File: config.mk
export PLATFORM = sky130hd
export DESIGN_NAME = floo_vc_rx_buffer
export DESIGN_NICKNAME = d
export VERILOG_FILES = /design/src/rtl/floo_vc_rx_buffer.sv
export SDC_FILE = /design/constraint.sdc
export NUM_CORES = 1
export LEC_CHECK = 0
export BUFFER_PORTS_ARGS = -buffer_cell sky130_fd_sc_hd__buf_4
export CORE_MARGIN = 4
export CORE_UTILIZATION = 52
export CTS_BUF_LIST = sky130_fd_sc_hd__clkbuf_8
export CTS_CLUSTER_DIAMETER = 150
export DETAILED_ROUTE_END_ITERATION = 16
export PLACE_DENSITY_LB_ADDON = 0.2
export SLEW_MARGIN = 20
export SYNTH_ARGS = -nofsm -noshare
export SYNTH_HDL_FRONTEND = slang
export SYNTH_SLANG_ARGS = --single-unit
File: constraint.sdc
create_clock -name clk_i -period 1.9 [get_ports clk_i]
set_clock_uncertainty 0.15 [all_clocks]
set_input_delay 0.095 -clock clk_i [delete_from_list [all_inputs] [get_ports clk_i]]
set_output_delay 0.095 -clock clk_i [all_outputs]
set_load 0.01 [all_outputs]
File: src/rtl/floo_vc_rx_buffer.sv
// Receive side of a virtual-channel link: one first-word-fall-through FIFO per VC behind a registered ready_o.
// Define FLOO_VC_RX_ERR_EN to enable sticky protocol-error flags on err_o plus input assertions.
module floo_vc_rx_buffer #(
  parameter int unsigned NumVirtChannels = 2,
  parameter int unsigned NumPhysChannels = 1,
  parameter type         flit_t          = logic,
  parameter int unsigned FifoDepth       = 2,
  parameter int unsigned UsageWidth      = $clog2(FifoDepth + 1)
) (
  input  logic                                       clk_i,
  input  logic                                       rst_ni,
  input  logic                                       test_enable_i,
  input  logic                                       flush_i,
  input  logic                                       err_clr_i,
  input  logic  [NumVirtChannels-1:0]                valid_i,
  output logic  [NumVirtChannels-1:0]                ready_o,
  input  flit_t [NumPhysChannels-1:0]                data_i,
  output logic  [NumVirtChannels-1:0]                valid_o,
  input  logic  [NumVirtChannels-1:0]                ready_i,
  output flit_t [NumVirtChannels-1:0]                data_o,
  output logic  [NumVirtChannels-1:0][UsageWidth-1:0] usage_o,
  output logic  [1:0]                                err_o
);

  localparam int unsigned           PtrWidth = (FifoDepth > 1) ? $clog2(FifoDepth) : 1;
  localparam logic [UsageWidth-1:0] DepthU   = UsageWidth'(FifoDepth);
  localparam logic [PtrWidth-1:0]   LastPtr  = PtrWidth'(FifoDepth - 1);

  if (!((NumPhysChannels == 1) || (NumPhysChannels == NumVirtChannels))) begin : g_bad_lanes
    $fatal(1, "floo_vc_rx_buffer: NumPhysChannels must be 1 or NumVirtChannels");
  end

  logic [NumVirtChannels-1:0] w_ready;
  logic [NumVirtChannels-1:0] w_push_cand;
  logic [NumVirtChannels-1:0] w_push;
  logic [NumVirtChannels-1:0] w_pop;
  flit_t [NumVirtChannels-1:0] w_lane_data;
  logic                       w_unused_inputs;

  assign w_unused_inputs = test_enable_i ^ err_clr_i;
  assign w_push_cand     = valid_i & w_ready & {NumVirtChannels{~flush_i}};

  // A shared lane carries one flit per cycle: keep only the lowest-index candidate.
  if (NumPhysChannels == 1) begin : g_shared_grant
    assign w_push = w_push_cand & ~(w_push_cand - NumVirtChannels'(1));
  end else begin : g_own_grant
    assign w_push = w_push_cand;
  end

  for (genvar gi = 0; gi < NumVirtChannels; gi++) begin : g_vc
    flit_t                 r_mem [FifoDepth];
    logic [PtrWidth-1:0]   r_wr_ptr;
    logic [PtrWidth-1:0]   r_rd_ptr;
    logic [UsageWidth-1:0] r_cnt;
    logic                  r_rdy;
    logic [UsageWidth-1:0] w_cnt_next;
    logic [PtrWidth-1:0]   w_wr_ptr_next;
    logic [PtrWidth-1:0]   w_rd_ptr_next;

    if (NumPhysChannels == 1) begin : g_lane_shared
      assign w_lane_data[gi] = data_i[0];
    end else begin : g_lane_own
      assign w_lane_data[gi] = data_i[gi];
    end

    assign w_ready[gi] = r_rdy;
    assign ready_o[gi] = r_rdy;
    assign valid_o[gi] = (r_cnt != '0);
    assign usage_o[gi] = r_cnt;
    assign data_o[gi]  = r_mem[r_rd_ptr];
    assign w_pop[gi]   = valid_o[gi] & ready_i[gi];

    // Explicit wrap keeps non-power-of-two depths correct.
    assign w_wr_ptr_next = (r_wr_ptr == LastPtr) ? '0 : r_wr_ptr + PtrWidth'(1);
    assign w_rd_ptr_next = (r_rd_ptr == LastPtr) ? '0 : r_rd_ptr + PtrWidth'(1);

    always_comb begin
      w_cnt_next = r_cnt;
      if (w_push[gi] && !w_pop[gi]) begin
        w_cnt_next = r_cnt + UsageWidth'(1);
      end else if (!w_push[gi] && w_pop[gi]) begin
        w_cnt_next = r_cnt - UsageWidth'(1);
      end
    end

    always_ff @(posedge clk_i or negedge rst_ni) begin
      if (!rst_ni) begin
        r_cnt    <= '0;
        r_rdy    <= 1'b1;
        r_wr_ptr <= '0;
        r_rd_ptr <= '0;
      end else if (flush_i) begin
        r_cnt    <= '0;
        r_rdy    <= 1'b1;
        r_wr_ptr <= '0;
        r_rd_ptr <= '0;
      end else begin
        r_cnt <= w_cnt_next;
        // Ready is granted only when space is guaranteed for the next cycle.
        r_rdy <= (w_cnt_next < DepthU);
        if (w_push[gi]) begin
          r_wr_ptr <= w_wr_ptr_next;
        end
        if (w_pop[gi]) begin
          r_rd_ptr <= w_rd_ptr_next;
        end
      end
    end

    always_ff @(posedge clk_i or negedge rst_ni) begin
      if (!rst_ni) begin
        for (int i = 0; i < FifoDepth; i++) begin
          r_mem[i] <= '0;
        end
      end else if (w_push[gi]) begin
        r_mem[r_wr_ptr] <= w_lane_data[gi];
      end
    end
  end

`ifdef FLOO_VC_RX_ERR_EN
  logic [1:0] r_err;
  logic [1:0] w_err_set;

  assign w_err_set[0] = |(valid_i & ~w_ready);
  if (NumPhysChannels == 1) begin : g_collision
    assign w_err_set[1] = |(valid_i & (valid_i - NumVirtChannels'(1)));
  end else begin : g_no_collision
    assign w_err_set[1] = 1'b0;
  end

  always_ff @(posedge clk_i or negedge rst_ni) begin
    if (!rst_ni) begin
      r_err <= '0;
    end else if (err_clr_i) begin
      r_err <= '0;
    end else begin
      r_err <= r_err | w_err_set;
    end
  end

  assign err_o = r_err;

  a_valid_known: assert property (@(posedge clk_i) disable iff (!rst_ni) !$isunknown(valid_i));
  a_valid_ready_first: assert property (@(posedge clk_i) disable iff (!rst_ni)
                                        ((valid_i & ~w_ready) == '0) || err_o[0] || w_err_set[0]);
`else
  assign err_o = '0;
`endif

endmodule

==> impl_results.md, run 1 <==
- Register area: 353 µm²
- Final Hold Viols: 0
- Worst vdd ir: 1.02 mV
- TritonCTS sink count: 14
- Setup bufs post-CTS: 0
- Die footprint: 2140 µm²
- Net count, final: 102
- EDFF count, synth: 0
- Largest net degree at the start of global routing: 15
- CTS Buffer Depth: 2
- Post-CTS Resized: 0
- Power Density: 1610 nW/µm²
- # port buffers: 17
- Vias/cell: 5.02
- DIE WIDTH: 46.3 µm
- Buf/Inv on CP: 2
- Distinct cells, synth: 27
- Die H: between 40 and 50 µm
- Most common cell in the netlist: dfrtp_1
- Synth-to-Final Area Change: 25.5%
- CTS H-tree lvls: 1
- Synth area leaders: dfrtp_1 (39%), mux2_2 (8.9%), dfstp_2 (6.9%)
- Gr ovfl total: 0
- CP arrival: 1.74 ns
- Final setup vio count: 0
- Status: finished, final reports clean
- Mean Syn Cell Area: 10.9 µm²
- Fillers: 103
- Synth warnings: 0
- Initial Util: between 50 and 60%
- GRT Total Usage: 14.5%
- CP peak stage delay: 0.54 ns
- CP Capture Type: register
- Slowest CP cell: dlygate4sd3_1
- Final Max Slew Viols: 0
- TritonCTS Buffers: 3
- Post-Synthesis Cells: 70
- I/O pins: 22
- Vias in the first global route: approximately 510
- Routed wire length per instance: 12.2 µm
- Max cap viols: 0
- DR iter-0 viols: 2
- Sequential area share after synthesis: 46.3%
- WP data required: 1.88 ns
- CP Launch Type: primary input
- P_leak: 0.459 nW
- FP Rows: 13
- Hold/Removal Path Class: in2async
- Yosys top cell area share: between 30% and 40%
- CTS root buf: clkbuf_8
- Top_reg_cell synth: dfrtp_1
- GP Congestion: 0.695
- Initial antenna violation count: 0
- Core area: 1330 µm²
- Final worst path period share: 92.9%
- Footprint of the multi-input gates: 342 µm²
- CTS tree: built
- Pre-CTS setup slack: 0.236 ns
- Async S/R FF share, synth: 100%
- Crit path max fanout: 13
- Hold buffer count at cts: 3
- Post-synthesis register bit count: 14
- DRT Pass-1 Iters: 2
- Setup CP Type: in2reg
- Clk_lat worst skew: 0.24 ns
- First-pass GRT wire length: 2.11 mm
- Crit path max-delay family: buffers and inverters
- Tmin final: between 1.5 and 2 ns
- Setup ws final: 0.134 ns
- Worst-path clk slew: 0.06 ns
- Unrepaired setup endpoints after global routing: no
- Antenna cells: 0
- Vias: 522
- CP cell instances: dlygate4sd3_1 -> buf_4 -> and4b_1 -> nor2b_4 -> mux2_4
- Largest area contributor in the netlist: dfrtp_1
- Mapped cell area: 762 µm²
- WL final: 1.27 mm
- Layout cells sized above 1: 40.4%
- Setup TNS: 0 ns
- Fmax: 566 MHz
- Synth top cells by count: dfrtp_1 (12), nor2_1 (7), inv_1 (6), mux2_2 (6), xnor2_1 (5)
- Routed Antenna Nets: 0
- Detailed placement HPWL: around 900 µm
- Post-route DRC: 0
[through the flow]
stage          power [mW]  instance area (µm²)  util, %  std cells  hold WS [ns]
2_1_floorplan        1.03                  766        -         71        -0.351
3_3_place_gp         1.24                  871     65.3         97        -0.197
3_5_place_dp         1.26                  871     65.3         97        -0.194
4_1_cts              1.56                  956     71.7        104        0.0871
5_1_grt              1.67                  956     71.7        104         0.104
6_report             1.54                  956     71.7        104        0.0897
[cells by family after synthesis]
| kind of cell | count (synthesis) | share of synthesized area, % |
|---|---|---|
| compound gates | 4 | 3.94 |
| xor+xnor | 7 | 8.05 |
| fa+ha+maj | 2 | 3.28 |
| buf+inv | 13 | 9.36 |
| flops | 14 | 46.3 |
| mux | 9 | 13.5 |
| other cells | 1 | 0.492 |
| simple gates | 20 | 15.1 |
[area by class of cell]
type	count	area share, %
Timing Repair Buffer	21	17.3
Tap cell	15	1.96
Multi-Input combinational cell	44	35.7
Inverter	6	2.36
Clock buffer	4	5.76
Sequential cell	14	36.9
[power by group]
part / total [mW] / internal, mW / leakage, nW / switching [mW]
clock network: 0.285 / 0.183 / 0.0288 / 0.101
registers: 0.506 / 0.433 / 0.176 / 0.0730
logic: 0.749 / 0.416 / 0.254 / 0.333
total: 1.54 / 1.03 / 0.459 / 0.507
[cell usage in the layout, fill, tap and decap left out]
master	n
and4b_1	1
a211o_2	1
dfstp_2	2
ha_1	2
nor3b_1	1
nand2_2	1
buf_4	18
nor2b_1	3
or2_2	1
and3_2	1
dfrtp_1	12
nor2_1	7
mux2i_1	2
dlygate4sd3_1	3
inv_1	6
nor2b_4	1
mux2_2	6
nor3_1	1
clkbuf_8	4
nand2_1	2
xnor2_1	5
a21oi_1	1
a211oi_1	2
conb_1	2
xor2_1	2
nand2b_1	1
mux2_4	1
[final timing paths]
path | to | slack, ns | cells past startpoint | start
min reg2reg | g_vc[0].r_mem[0]$_DFFE_PN0P_ | 0.35 | 1 | g_vc[0].r_mem[0]$_DFFE_PN0P_
max reg2reg | g_vc[1].r_mem[1]$_DFFE_PN0P_ | 0.21 | 4 | g_vc[0].r_rdy$_DFF_PN1_
min in group clk_i | g_vc[0].r_wr_ptr$_DFFE_PN0P_ | 0.14 | 4 | valid_i[0]
min | g_vc[0].r_rd_ptr$_DFFE_PN0P_ | 0.09 | 2 | rst_ni
max in group asynchronous | g_vc[1].r_rdy$_DFF_PN1_ | 1.27 | 2 | rst_ni
max | g_vc[1].r_mem[1]$_DFFE_PN0P_ | 0.13 | 5 | flush_i
[registers in the layout, indices dropped and copies added, names as in the netlist]
register,cells
g_vc.r_rdy,2
g_vc.r_wr_ptr,2
g_vc.r_mem,4
g_vc.r_cnt,4
g_vc.r_rd_ptr,2
[worst reg2reg max path: stages, from the launching register on]
cell and delay, ns:
dfstp_2 0.54, nand2_2 0.11, and4b_1 0.32, nor2b_4 0.16, mux2_4 0.29
[per-layer routing]
layer / wire length [µm] / track usage (%) / share of wire, % / up-vias
met5: 0 / 0 / 0 / -
met4: 12 / 6.82 / 0.94 / 0
met3: 112 / 5.86 / 8.8 / 2
met2: 580 / 22.5 / 46 / 20
met1: 568 / 17.4 / 45 / 242
li1: - / - / - / 258
No activity file was read; power rests on OpenSTA's default activity.
==> run 2, diff against run 1 <==
--- a/config.mk
+++ b/config.mk
@@ -8,7 +8,7 @@
 export BUFFER_PORTS_ARGS = -buffer_cell sky130_fd_sc_hd__buf_4
 export CORE_MARGIN = 4
 export CORE_UTILIZATION = 52
-export CTS_BUF_LIST = sky130_fd_sc_hd__clkbuf_8
+export CTS_BUF_LIST = sky130_fd_sc_hd__clkbuf_4 sky130_fd_sc_hd__clkbuf_8
 export CTS_CLUSTER_DIAMETER = 150
 export DETAILED_ROUTE_END_ITERATION = 16
 export PLACE_DENSITY_LB_ADDON = 0.2
==> run 2 against run 1 <==
Non-clock buffer count unchanged. Wire length decreased by 5.6%. Utilization fell by 1.4 points. Critical path type unchanged. Highest routed layer unchanged.
==> impl_results.md, run 2 (synthesis gave the netlist of run 1 again) <==
- # port buffers: 17
- Initial Util: a little under three fifths
- Commonest non-fill, non-tap cell in the layout: buf_4
- Gr ovfl total: 0
- WP data required: 1.92 ns
- Fmax: 587 MHz
- P_leak: 0.451 nW
- DR iter-0 viols: 3
- Vias/cell: 4.99
- Detailed placement HPWL: ~900 µm
- Setup TNS: 0 ns
- Final setup vio count: 0
- CP Capture Type: register
- CTS Buffer Depth: 2
- CTS H-tree lvls: 1
- I/O pins: 22
- Max cap viols: 0
- Global-route met3 utilization: 2.34%
- Largest net degree at the start of global routing: 15
- TritonCTS Buffers: 3
- Tmin final: 1.70 ns
- WL final: roughly 1.2 mm
- Critical Path Start: flush_i
- GRT met1 Usage: 17.4%
- Final instance area: 937 µm²
- Worst-path clk slew: 0.08 ns
- FP Rows: 13
- Hold/Removal Path Class: in2async
- Final Hold Viols: 0
- Status: finished, final reports clean
- Final Max Slew Viols: 0
- Antenna cells: 0
- Routed wire length per instance: 11.6 µm
- GR peak layer: met2
- GP Congestion: 0.695
- Net count, final: 102
- Fillers: 104
- Setup bufs post-CTS: 0
- Crit path max fanout: 13
- Worst vdd ir: 0.938 mV
- Biggest regs: g_vc.r_cnt: 4 flops, g_vc.r_mem: 4 flops
- CTS tree: built
- Vias in the first global route: between 400 and 500
- Unrepaired setup endpoints after global routing: no
- Vias: 519
- Worst r2r src: g_vc[0].r_rdy$_DFF_PN1_
- Post-CTS Resized: 0
- First-pass GRT wire length: approximately 2.0 mm
- Die footprint: between 2000 and 2500 µm²
- DRT Pass-1 Iters: 3
- CTS root buf: clkbuf_4
- Clk_lat worst skew: 0.27 ns
- CP Launch Type: primary input
- Met2 usage: 19.5%
- TritonCTS sink count: 14
- Routed Antenna Nets: 0
- GRT Total Usage: 13.1%
- Footprint of the multi-input gates: 342 µm²
- Initial antenna violation count: 0
- Hold buffer count at cts: 3
- Power Density: 1560 nW/µm²
- Fin util: 70.3%
- Synth-to-Final Area Change: 23.0%
- Most frequent cells in the layout: buf_4 (18), dfrtp_1 (12), nor2_1 (7)
- Core area: ~1300 µm²
- Post-route DRC: 0
- Area post-placement: 871 µm²
- Die H: around 46 µm
- Register area: between 300 and 400 µm²
- Setup CP Type: in2reg
- CP arrival: 1.72 ns
- DIE WIDTH: 46.3 µm
- Final worst path period share: 89.7%
- Layout cells sized above 1: 40.4%
-- run 2: cell counts in the layout (fill, tap and decap cells not counted) --
No cell type changed its count.
-- run 2: critical path, stage by stage --
cell           delay, ns
dlygate4sd3_1       0.54
buf_4               0.18
and4b_1             0.40
nor2b_4             0.21
mux2_4              0.30
-- run 2: layer usage --
metal  up-vias  part of all wire (%)
met5         -                     0
met1       237                    47
met2        20                    41
li1        258                     -
met3         4                   9.5
met4         0                   2.2
-- run 2: final timing paths --
check                           slack (ns)                      endpoint  cells after the start
worst max-delay path                  0.20  g_vc[1].r_mem[1]$_DFFE_PN0P_                      5
worst min register to register        0.36  g_vc[1].r_mem[0]$_DFFE_PN0P_                      1
worst max register to register        0.22  g_vc[1].r_mem[1]$_DFFE_PN0P_                      4
max in group asynchronous             1.31       g_vc[0].r_rdy$_DFF_PN1_                      2
min in group clk_i                    0.10  g_vc[0].r_wr_ptr$_DFFE_PN0P_                      4
worst min-delay path                  0.05    g_vc[1].r_cnt[1]$_DFF_PN0_                      2
-- run 2: area by class of cell --
| type | instances | share of cell area (%) |
|---|---|---|
| Tap cell | 15 | 2.00 |
| Sequential cell | 14 | 37.7 |
| Inverter | 6 | 2.40 |
| Multi-Input combinational cell | 44 | 36.4 |
| Timing Repair Buffer | 21 | 17.6 |
| Clock buffer | 4 | 3.87 |
-- run 2: per-stage QoR --
step	hold slack, ns	instances	power [mW]	setup WS [ns]
6_report	0.0476	104	1.46	0.196
3_3_place_gp	-0.197	97	1.24	0.239
3_5_place_dp	-0.194	97	1.26	0.236
2_1_floorplan	-0.351	71	1.03	0.159
5_1_grt	0.0606	104	1.58	0.142
4_1_cts	0.0463	104	1.48	0.193
-- run 2: power breakdown --
group,internal [mW],leakage [nW],switching (mW)
logic,0.416,0.254,0.330
registers,0.432,0.176,0.0728
clock network,0.117,0.0210,0.0928
total,0.965,0.451,0.495
==> run 3, diff against run 2 <==
--- a/config.mk
+++ b/config.mk
@@ -12,6 +12,7 @@
 export CTS_CLUSTER_DIAMETER = 150
 export DETAILED_ROUTE_END_ITERATION = 16
 export PLACE_DENSITY_LB_ADDON = 0.2
+export SETUP_SLACK_MARGIN = 0.4
 export SLEW_MARGIN = 20
 export SYNTH_ARGS = -nofsm -noshare
 export SYNTH_HDL_FRONTEND = slang
==> run 3 against run 2 <==
Clock-buffer cell count unchanged. Clock power about the same. Sequential share of layout area fell by 6.2 points. Final cell count increased by 8.7%. Flip-flop and latch count unchanged.
==> impl_results.md, run 3 (synthesis gave the netlist of run 1 again) <==
- Status: finished, final reports clean
- CP Capture Type: register
- Worst reg2reg path depth: 4
- Layout cells sized above 1: 62.2%
- Final setup vio count: 0
- Final worst path period share: 83.8%
- Die H: 46.3 µm
- Detailed placement HPWL: 978 µm
- Slowest CP cell: dfstp_2
- R2R Path End: g_vc[1].r_mem[1]$_DFFE_PN0P_
- Fmax: roughly 630 MHz
- CTS root buf: clkbuf_4
- Hold/Removal Path Class: in2async
- Setup ws final: slightly above 0.3 ns
- Synth-to-Final Area Change: 47.3%
- WP data required: between 1.5 and 2 ns
- Die footprint: 2140 µm²
- Max cap viols: 0
- Power Density: roughly 1600 nW/µm²
- Antenna cells: 0
- Most frequent cells in the layout: buf_4 (26), dfrtp_1 (12), xnor2_1 (5), nor2_1 (5), mux2_2 (4)
- Largest net degree at the start of global routing: 15
- Routed Antenna Nets: 0
- Fillers: 75
- Core area: roughly 1300 µm²
- I/O pins: 22
- Biggest regs: g_vc.r_cnt: 4 flops, g_vc.r_mem: 4 flops
- TritonCTS sink count: 14
- Tmin final: ~1.6 ns
- DRT Pass-1 Iters: 2
- CP arrival: 1.61 ns
- Pre-CTS setup slack: 0.236 ns
- Worst vdd ir: approximately 1.0 mV
- Final Hold Viols: 0
- Initial Util: between 50% and 60%
- Vias: roughly 570
- CP peak stage delay: 0.56 ns
- P_leak: about 0.53 nW
- CP cell instances: nand2_4 -> and4b_2 -> nor2b_4 -> mux2_4
- Final Max Slew Viols: 0
- GRT Total Usage: 16.8%
- # port buffers: 17
- FP Rows: 13
- Clk_lat worst skew: between 0.2 and 0.3 ns
- Hold WS: 0.0458 ns
- R2R setup slack: roughly 0.3 ns
- CTS Buffer Depth: 2
- CTS tree: built
- GP Congestion: 0.677
- DR iter-0 viols: 3
- First-pass GRT wire length: 2.46 mm
- CTS H-tree lvls: 1
- Setup TNS: 0 ns
- Vias in the first global route: 585
- DIE WIDTH: 46.3 µm
- Routed wire length per instance: 13.9 µm
- Commonest non-fill, non-tap cell in the layout: buf_4
- Worst-path clk slew: 0.08 ns
- CP Launch Type: register
- Gr ovfl total: 0
- Setup CP Type: reg2reg
- Vias/cell: 5.05
- Worst r2r src: g_vc[0].r_rdy$_DFF_PN1_
- Crit path max-delay family: flip-flops
- Initial antenna violation count: 0
- Net count, final: 111
- Unrepaired setup endpoints after global routing: yes
- WL final: 1.57 mm
- Buf/Inv on CP: 0
- Post-route DRC: 0
- Crit path max fanout: 6
- TritonCTS Buffers: 3
run 3: cell type report:
class                      count  area, µm²  share of cell area [%]
sequential                    14        353                    31.4
tap                           15       18.8                    1.67
multi-input combinational     44        455                    40.6
clock buffer                   4       36.3                    3.23
timing repair buffer          30        236                    21.1
inverter                       6       22.5                    2.01
run 3: timing repair:
item / 4_1_cts / 5_1_grt
resized for setup: 7 / 14
setup buffers: 5 / 4
endpoints found under the hold margin: 27 / 0
hold buffers: 3 / 0
endpoints found under the setup margin: 8 / 12
pin swaps: 3 / 8
run 3: how the worst max path moves through the flow:
stage | start | endpoint | slack [ns] | cells after the start
after floorplan | g_vc[1].r_cnt[1]$_DFF_PN0_ | g_vc[1].r_rdy$_DFF_PN1_ | 0.28 | 7
after CTS | g_vc[1].r_rdy$_DFF_PN1_ | g_vc[1].r_mem[1]$_DFFE_PN0P_ | 0.28 | 3
after global routing | g_vc[1].r_rdy$_DFF_PN1_ | g_vc[1].r_mem[1]$_DFFE_PN0P_ | 0.27 | 3
final | g_vc[0].r_rdy$_DFF_PN1_ | g_vc[1].r_mem[1]$_DFFE_PN0P_ | 0.31 | 4
after detailed placement | g_vc[0].r_rdy$_DFF_PN1_ | g_vc[1].r_mem[1]$_DFFE_PN0P_ | 0.24 | 4
after global placement | g_vc[1].r_cnt[1]$_DFF_PN0_ | g_vc[1].r_rdy$_DFF_PN1_ | 0.27 | 6
run 3: layer usage:
metal  global-route usage (%)  routed length [µm]
met2                     27.7                 776
met5                        0                   0
met3                     3.91                 100
met4                     8.52                  30
met1                     20.0                 661
run 3: report_power, final:
part	switching [mW]	leakage [nW]	internal (mW)
Sequential	0.0821	0.176	0.432
Clock	0.0938	0.0210	0.117
Combinational	0.477	0.334	0.610
Total	0.653	0.531	1.16
run 3: worst reg2reg max path: cells and delay by family (launching register included):
| family | cells | cell delay (ns) |
|---|---|---|
| muxes | 1 | 0.29 |
| and+or+nand+nor | 3 | 0.48 |
| DFF | 1 | 0.56 |
run 3: stage by stage:
stage / instance area [µm²] / power [mW] / std cells / utilization, %
final: 1120 / 1.81 / 113 / 84.1
after global routing: 1120 / 1.95 / 113 / 84.1
after CTS: 1020 / 1.63 / 109 / 76.3
after detailed placement: 888 / 1.30 / 97 / 66.6
after global placement: 888 / 1.28 / 97 / 66.6
after floorplan: 785 / 1.07 / 71 / -
